`src/rtl/hex_counter_display.sv`:
```
// Multi-digit hex up/down counter with a prescaled step tick and per-digit
// active-low 7-segment outputs, with optional leading-zero blanking.
module hex_counter_display #(
  parameter int unsigned DIV    = 50_000_000,
  parameter int unsigned DIGITS = 4
) (
  input  logic                  clk,
  input  logic                  rst_n,
  input  logic                  en,
  input  logic                  dir,
  input  logic                  load,
  input  logic [4*DIGITS-1:0]   load_val,
  input  logic                  blank_lz,
  output logic [4*DIGITS-1:0]   count,
  output logic [7*DIGITS-1:0]   hex,
  output logic                  tick,
  output logic                  wrap
);

  localparam int unsigned PW = (DIV > 1) ? $clog2(DIV) : 1;
  localparam int unsigned CW = 4 * DIGITS;
  localparam int unsigned HW = 7 * DIGITS;
  localparam logic [PW-1:0] PresLast = PW'(DIV - 1);
  localparam logic [6:0] SegBlank = 7'h7F;

  logic [PW-1:0] presc_q, presc_d;
  logic [CW-1:0] count_q, count_d;
  logic          wrap_q, wrap_d;
  logic [HW-1:0] hex_q, hex_d;
  logic          count_max, count_zero;

  function automatic logic [6:0] seg7(input logic [3:0] nib);
    logic [6:0] s;
    case (nib)
      4'h0:    s = 7'h40;
      4'h1:    s = 7'h79;
      4'h2:    s = 7'h24;
      4'h3:    s = 7'h30;
      4'h4:    s = 7'h19;
      4'h5:    s = 7'h12;
      4'h6:    s = 7'h02;
      4'h7:    s = 7'h78;
      4'h8:    s = 7'h00;
      4'h9:    s = 7'h10;
      4'hA:    s = 7'h08;
      4'hB:    s = 7'h03;
      4'hC:    s = 7'h46;
      4'hD:    s = 7'h21;
      4'hE:    s = 7'h06;
      default: s = 7'h0E;
    endcase
    return s;
  endfunction

  // Tick is decoded straight from the prescaler register so it lines up with
  // the cycle in which the prescaler rolls over.
  assign tick       = en && (presc_q == PresLast);
  assign count_max  = &count_q;
  assign count_zero = ~|count_q;

  always_comb begin
    presc_d = presc_q;
    count_d = count_q;
    wrap_d  = 1'b0;
    if (load) begin
      // A coincident tick is dropped: the loaded value wins and the interval restarts.
      presc_d = '0;
      count_d = load_val;
    end else begin
      if (en) begin
        presc_d = (presc_q == PresLast) ? '0 : presc_q + 1'b1;
      end
      if (tick) begin
        if (dir) begin
          count_d = count_q + 1'b1;
          wrap_d  = count_max;
        end else begin
          count_d = count_q - 1'b1;
          wrap_d  = count_zero;
        end
      end
    end
  end

  // Scan from the top digit down; a digit blanks only while everything above
  // it (and itself) is zero. Digit 0 always shows.
  always_comb begin
    logic upper_zero;
    hex_d      = '0;
    upper_zero = 1'b1;
    for (int i = int'(DIGITS) - 1; i >= 0; i--) begin
      upper_zero = upper_zero && (count_q[4*i +: 4] == 4'h0);
      if (blank_lz && upper_zero && (i != 0)) begin
        hex_d[7*i +: 7] = SegBlank;
      end else begin
        hex_d[7*i +: 7] = seg7(count_q[4*i +: 4]);
      end
    end
  end

  always_ff @(posedge clk or negedge rst_n) begin
    if (!rst_n) begin
      presc_q <= '0;
      count_q <= '0;
      wrap_q  <= 1'b0;
      hex_q   <= {DIGITS{7'h40}};
    end else begin
      presc_q <= presc_d;
      count_q <= count_d;
      wrap_q  <= wrap_d;
      hex_q   <= hex_d;
    end
  end

  assign count = count_q;
  assign wrap  = wrap_q;
  assign hex   = hex_q;

endmodule

```
`config.mk`:
```
export PLATFORM = sky130hd
export DESIGN_NAME = hex_counter_display
export DESIGN_NICKNAME = d
export VERILOG_FILES = /design/src/rtl/hex_counter_display.sv
export SDC_FILE = /design/constraint.sdc
export NUM_CORES = 1
export LEC_CHECK = 0
export ABC_AREA = 1
export ABC_CLOCK_PERIOD_IN_PS = 2200
export CELL_PAD_IN_SITES_DETAIL_PLACEMENT = 1
export CELL_PAD_IN_SITES_GLOBAL_PLACEMENT = 1
export CORE_AREA = 4 4 87 171
export CTS_CLUSTER_SIZE = 24
export DETAILED_ROUTE_END_ITERATION = 8
export DIE_AREA = 0 0 91 175
export PLACE_DENSITY_LB_ADDON = 0.1
export SLEW_MARGIN = 0
export SYNTH_ARGS = -nofsm -noshare
export SYNTH_HDL_FRONTEND = slang
export SYNTH_SLANG_ARGS = --single-unit
```
`constraint.sdc`:
```
create_clock -name clk -period 2.2 [get_ports clk]
set_clock_uncertainty 0.05 [all_clocks]
set_input_delay 0.44 -clock clk [delete_from_list [all_inputs] [get_ports clk]]
set_output_delay 0.44 -clock clk [all_outputs]
set_load 0.03 [all_outputs]
```
==> results.cfg, run 1 <==
[drt]
dr.pass1.iters = 4
viasPerCell = 5.337
wirelength_mm = 20.53
remaining_drc_errors = 0
drt_iter0_markers = 182
vias = 5604
wl_per_cell_um = 19.56
drtAntennaViolNets = 0

[global_route]
antenna_found_initial = 0
grt_max_degree = 50
overflow = 0
grt_pass1_wl_mm = 32.17
grt.total_usage_pct = 26.11
grt_pass1_vias = 6362

[pwr]
switching_share_pct = 40.62
powerDensity_nw_per_um2 = 831.9
p_comb_share_pct = 45.0
ir_drop_mv = 0.3717
seq_power_share_pct = 29.7
p_int_mw = 3.485
power_mw = 5.870
clock_power_share_pct = 25.3
p_sw_mw = 2.384
p_leak_nw = 3.428

[sta]
min_period_ns = 2.246
fin_crit_sh_pct = 102.1
rsz0062_at_grt = true
setup-tns-final_ns = -0.04579
maxSlewViolCount = 0
setup_violations = 1
timing.hold.ws_ns = 0.06784
max_freq_mhz = 445.3
layout_setup_ws_ns = -0.04579
worst_slew_pin_slew_ns = 0.6677
relSlewSlack_pct = 55.49
finalHoldViolations = 0

[die]
io_pins = 68
fp-row-count = 60
dieArea_sq_um = 15930
dieWidth_um = 91
die-height_um = 175
start_util_pct = 38.67
core_sq_um = 13510

[finish]
fin_cells = 1050
final_util_pct = 52.21
final_nets = 948
finalInstanceArea_sq_um = 7056
nFillCells = 1724
areaGrowthSynthToFinish_pct = 35.03
diodes = 0
layout_commonest_cell = nand2_1
layout_common_cells = 231 x nand2_1, 111 x inv_1, 72 x nor2_1
drive_gt1_share_pct = 16.31

[worst_hold_path]
hold_path.class = in2async

[logic_synthesis]
yosys_warnings = 0
ys_ff_latch = 71
synth.distinct_cells = 42
netlist_instances = 758
synth_edf_count = 0
synth_ff_type = dfrtp_1
avgSynthCellArea_sq_um = 6.893
synthArstFlopShare_pct = 100.0
ys_seq_area_share_pct = 34.10
synth_nets = 816
netlist_area_sq_um = 5225

[setup_path]
critical_path_class = reg2out
cp_cell_sequence = inv_2, nand2_4, nor3_4, nand2_1, nor2_2, nand2_2, nor2_4, buf_6
cp_num_cells = 8
critPathSlowestCell = dfrtp_1
cp_top_family = simple AND/OR/NAND/NOR gates
r2r_start = presc_q[0]
worst_setup_path_start_kind = flip-flop
crit_arrival_ns = 1.76
cp_slowest_stage_delay_ns = 0.44
crit_fanout = 4
crit_path_end_kind = output pin
crit_start = presc_q[11]
r2r.worst_path.cells = 12
cp_data_required_time_ns = 1.71
critPathBufInv = 2

[outcome]
violations = setup timing
outcome = finished, violations left

[placed_design]
post_dp_cell_area_sq_um = 6461
pre_cts_ws_ns = -0.5008
placed_cells = 1023
dp_hpwl_mm = 16.29
routabilityCongestion = 0.9501
port_buffers = 67

[clock_network]
cts_tree = done
cts_buffers = 9
cts.sinks = 71
htreeDepth = 3
clock_latency_ns = 0.34
holdBufCountCts = 0
clockRootBuffer = clkbuf_16
clk_path_buf_depth = 2
path_clk_slew_ns = 0.06

[run]
max_cap_violations = 0
[Yosys cell counts, types with 4 or more instances]
cell type	n	area (sq um)
o21ai_0	27	135.1
o221ai_1	5	43.79
ha_1	35	437.9
nand4_1	15	93.84
xor2_1	8	70.07
a31oi_1	4	25.02
dfstp_2	4	105.1
inv_1	114	427.9
clkbuf_1	7	26.28
dfrtp_1	67	1677
o22ai_1	4	25.02
o2111ai_1	6	52.55
nor3_1	20	100.1
nor2_4	5	56.30
nand2_1	237	889.6
nor2_1	76	285.3
nand3_1	53	265.3
a21oi_1	25	125.1
o211ai_1	6	45.04
[what timing repair did]
item                       4_1_cts  5_1_grt
buffers inserted                 5        6
resized for setup               19       24
setup endpoints to repair       13       15
pin swaps                        0        8
[power by group through the flow]
stage / sequential [mW] / combinational, mW / clock [mW]
6_report: 1.74 / 2.64 / 1.49
5_1_grt: 1.77 / 2.88 / 1.59
4_1_cts: 1.74 / 2.62 / 1.52
3_5_place_dp: 1.76 / 2.55 / 0
3_3_place_gp: 1.75 / 2.48 / 0
2_1_floorplan: 2.18 / 0.976 / 0
[cell families after synthesis]
family | count (synthesis) | synth area share [%]
AO/OA/AOI/OAI | 82 | 9.411
buffers and inverters | 131 | 10.11
adder cells (fa/ha/maj) | 36 | 8.764
XOR/XNOR | 11 | 1.844
AND/OR/NAND/NOR | 427 | 35.78
flip-flops | 71 | 34.10
[registers in the layout, summed over array words and instances (netlist names)]
| register | count |
|---|---|
| wrap | 1 |
| hex | 28 |
| count | 16 |
| presc_q | 26 |
[per-layer routing]
layer | global-route usage (%) | up-vias | part of all wire (%)
met5 | 0 | - | 0
li1 | - | 2690 | -
met4 | 20.03 | 0 | 7.4
met2 | 52.32 | 132 | 58
met3 | 2.714 | 73 | 2.3
met1 | 22.56 | 2709 | 32
[cell type report]
cell class              count  area, sq um  area share (%)
clock buffers               9        225.2           3.192
multi-input cells         556         3103           43.98
inverters                 117        446.7           6.331
well taps                 155        193.9           2.749
clock inverters             7        73.82           1.046
flip-flops and latches     71         1783           25.27
repair buffers            135         1230           17.43
[worst paths after layout]
check                         endpoint  slack [ns]
max in group asynchronous  presc_q[17]        1.40
min in group clk           presc_q[22]        0.49
setup / recovery                  tick       -0.05
hold / removal             presc_q[23]        0.07
hold reg to reg            presc_q[22]        0.49
setup reg to reg             count[11]        0.14
[worst register-to-register path: stages (launching register included)]
cell	delay, ns
dfrtp_1	0.41
ha_4	0.17
nand2_2	0.08
buf_4	0.15
nor2_4	0.12
nand3_2	0.11
nor2_4	0.15
nand3_4	0.18
nand2_4	0.13
clkinvlp_4	0.10
buf_12	0.16
nand2_1	0.07
nand2_1	0.06
Power figures use the tool's default switching activity.
==> run 2, diff against run 1 <==
- ABC_CLOCK_PERIOD_IN_PS: 2200 -> unset
==> results of run 2 <==
No change in the layout: final DEF, timing and power equal those of run 1.
==> run 3, diff against run 2 <==
- SLEW_MARGIN: 0 -> unset
==> results of run 3 <==
No change in the layout: final DEF, timing and power equal those of run 1.
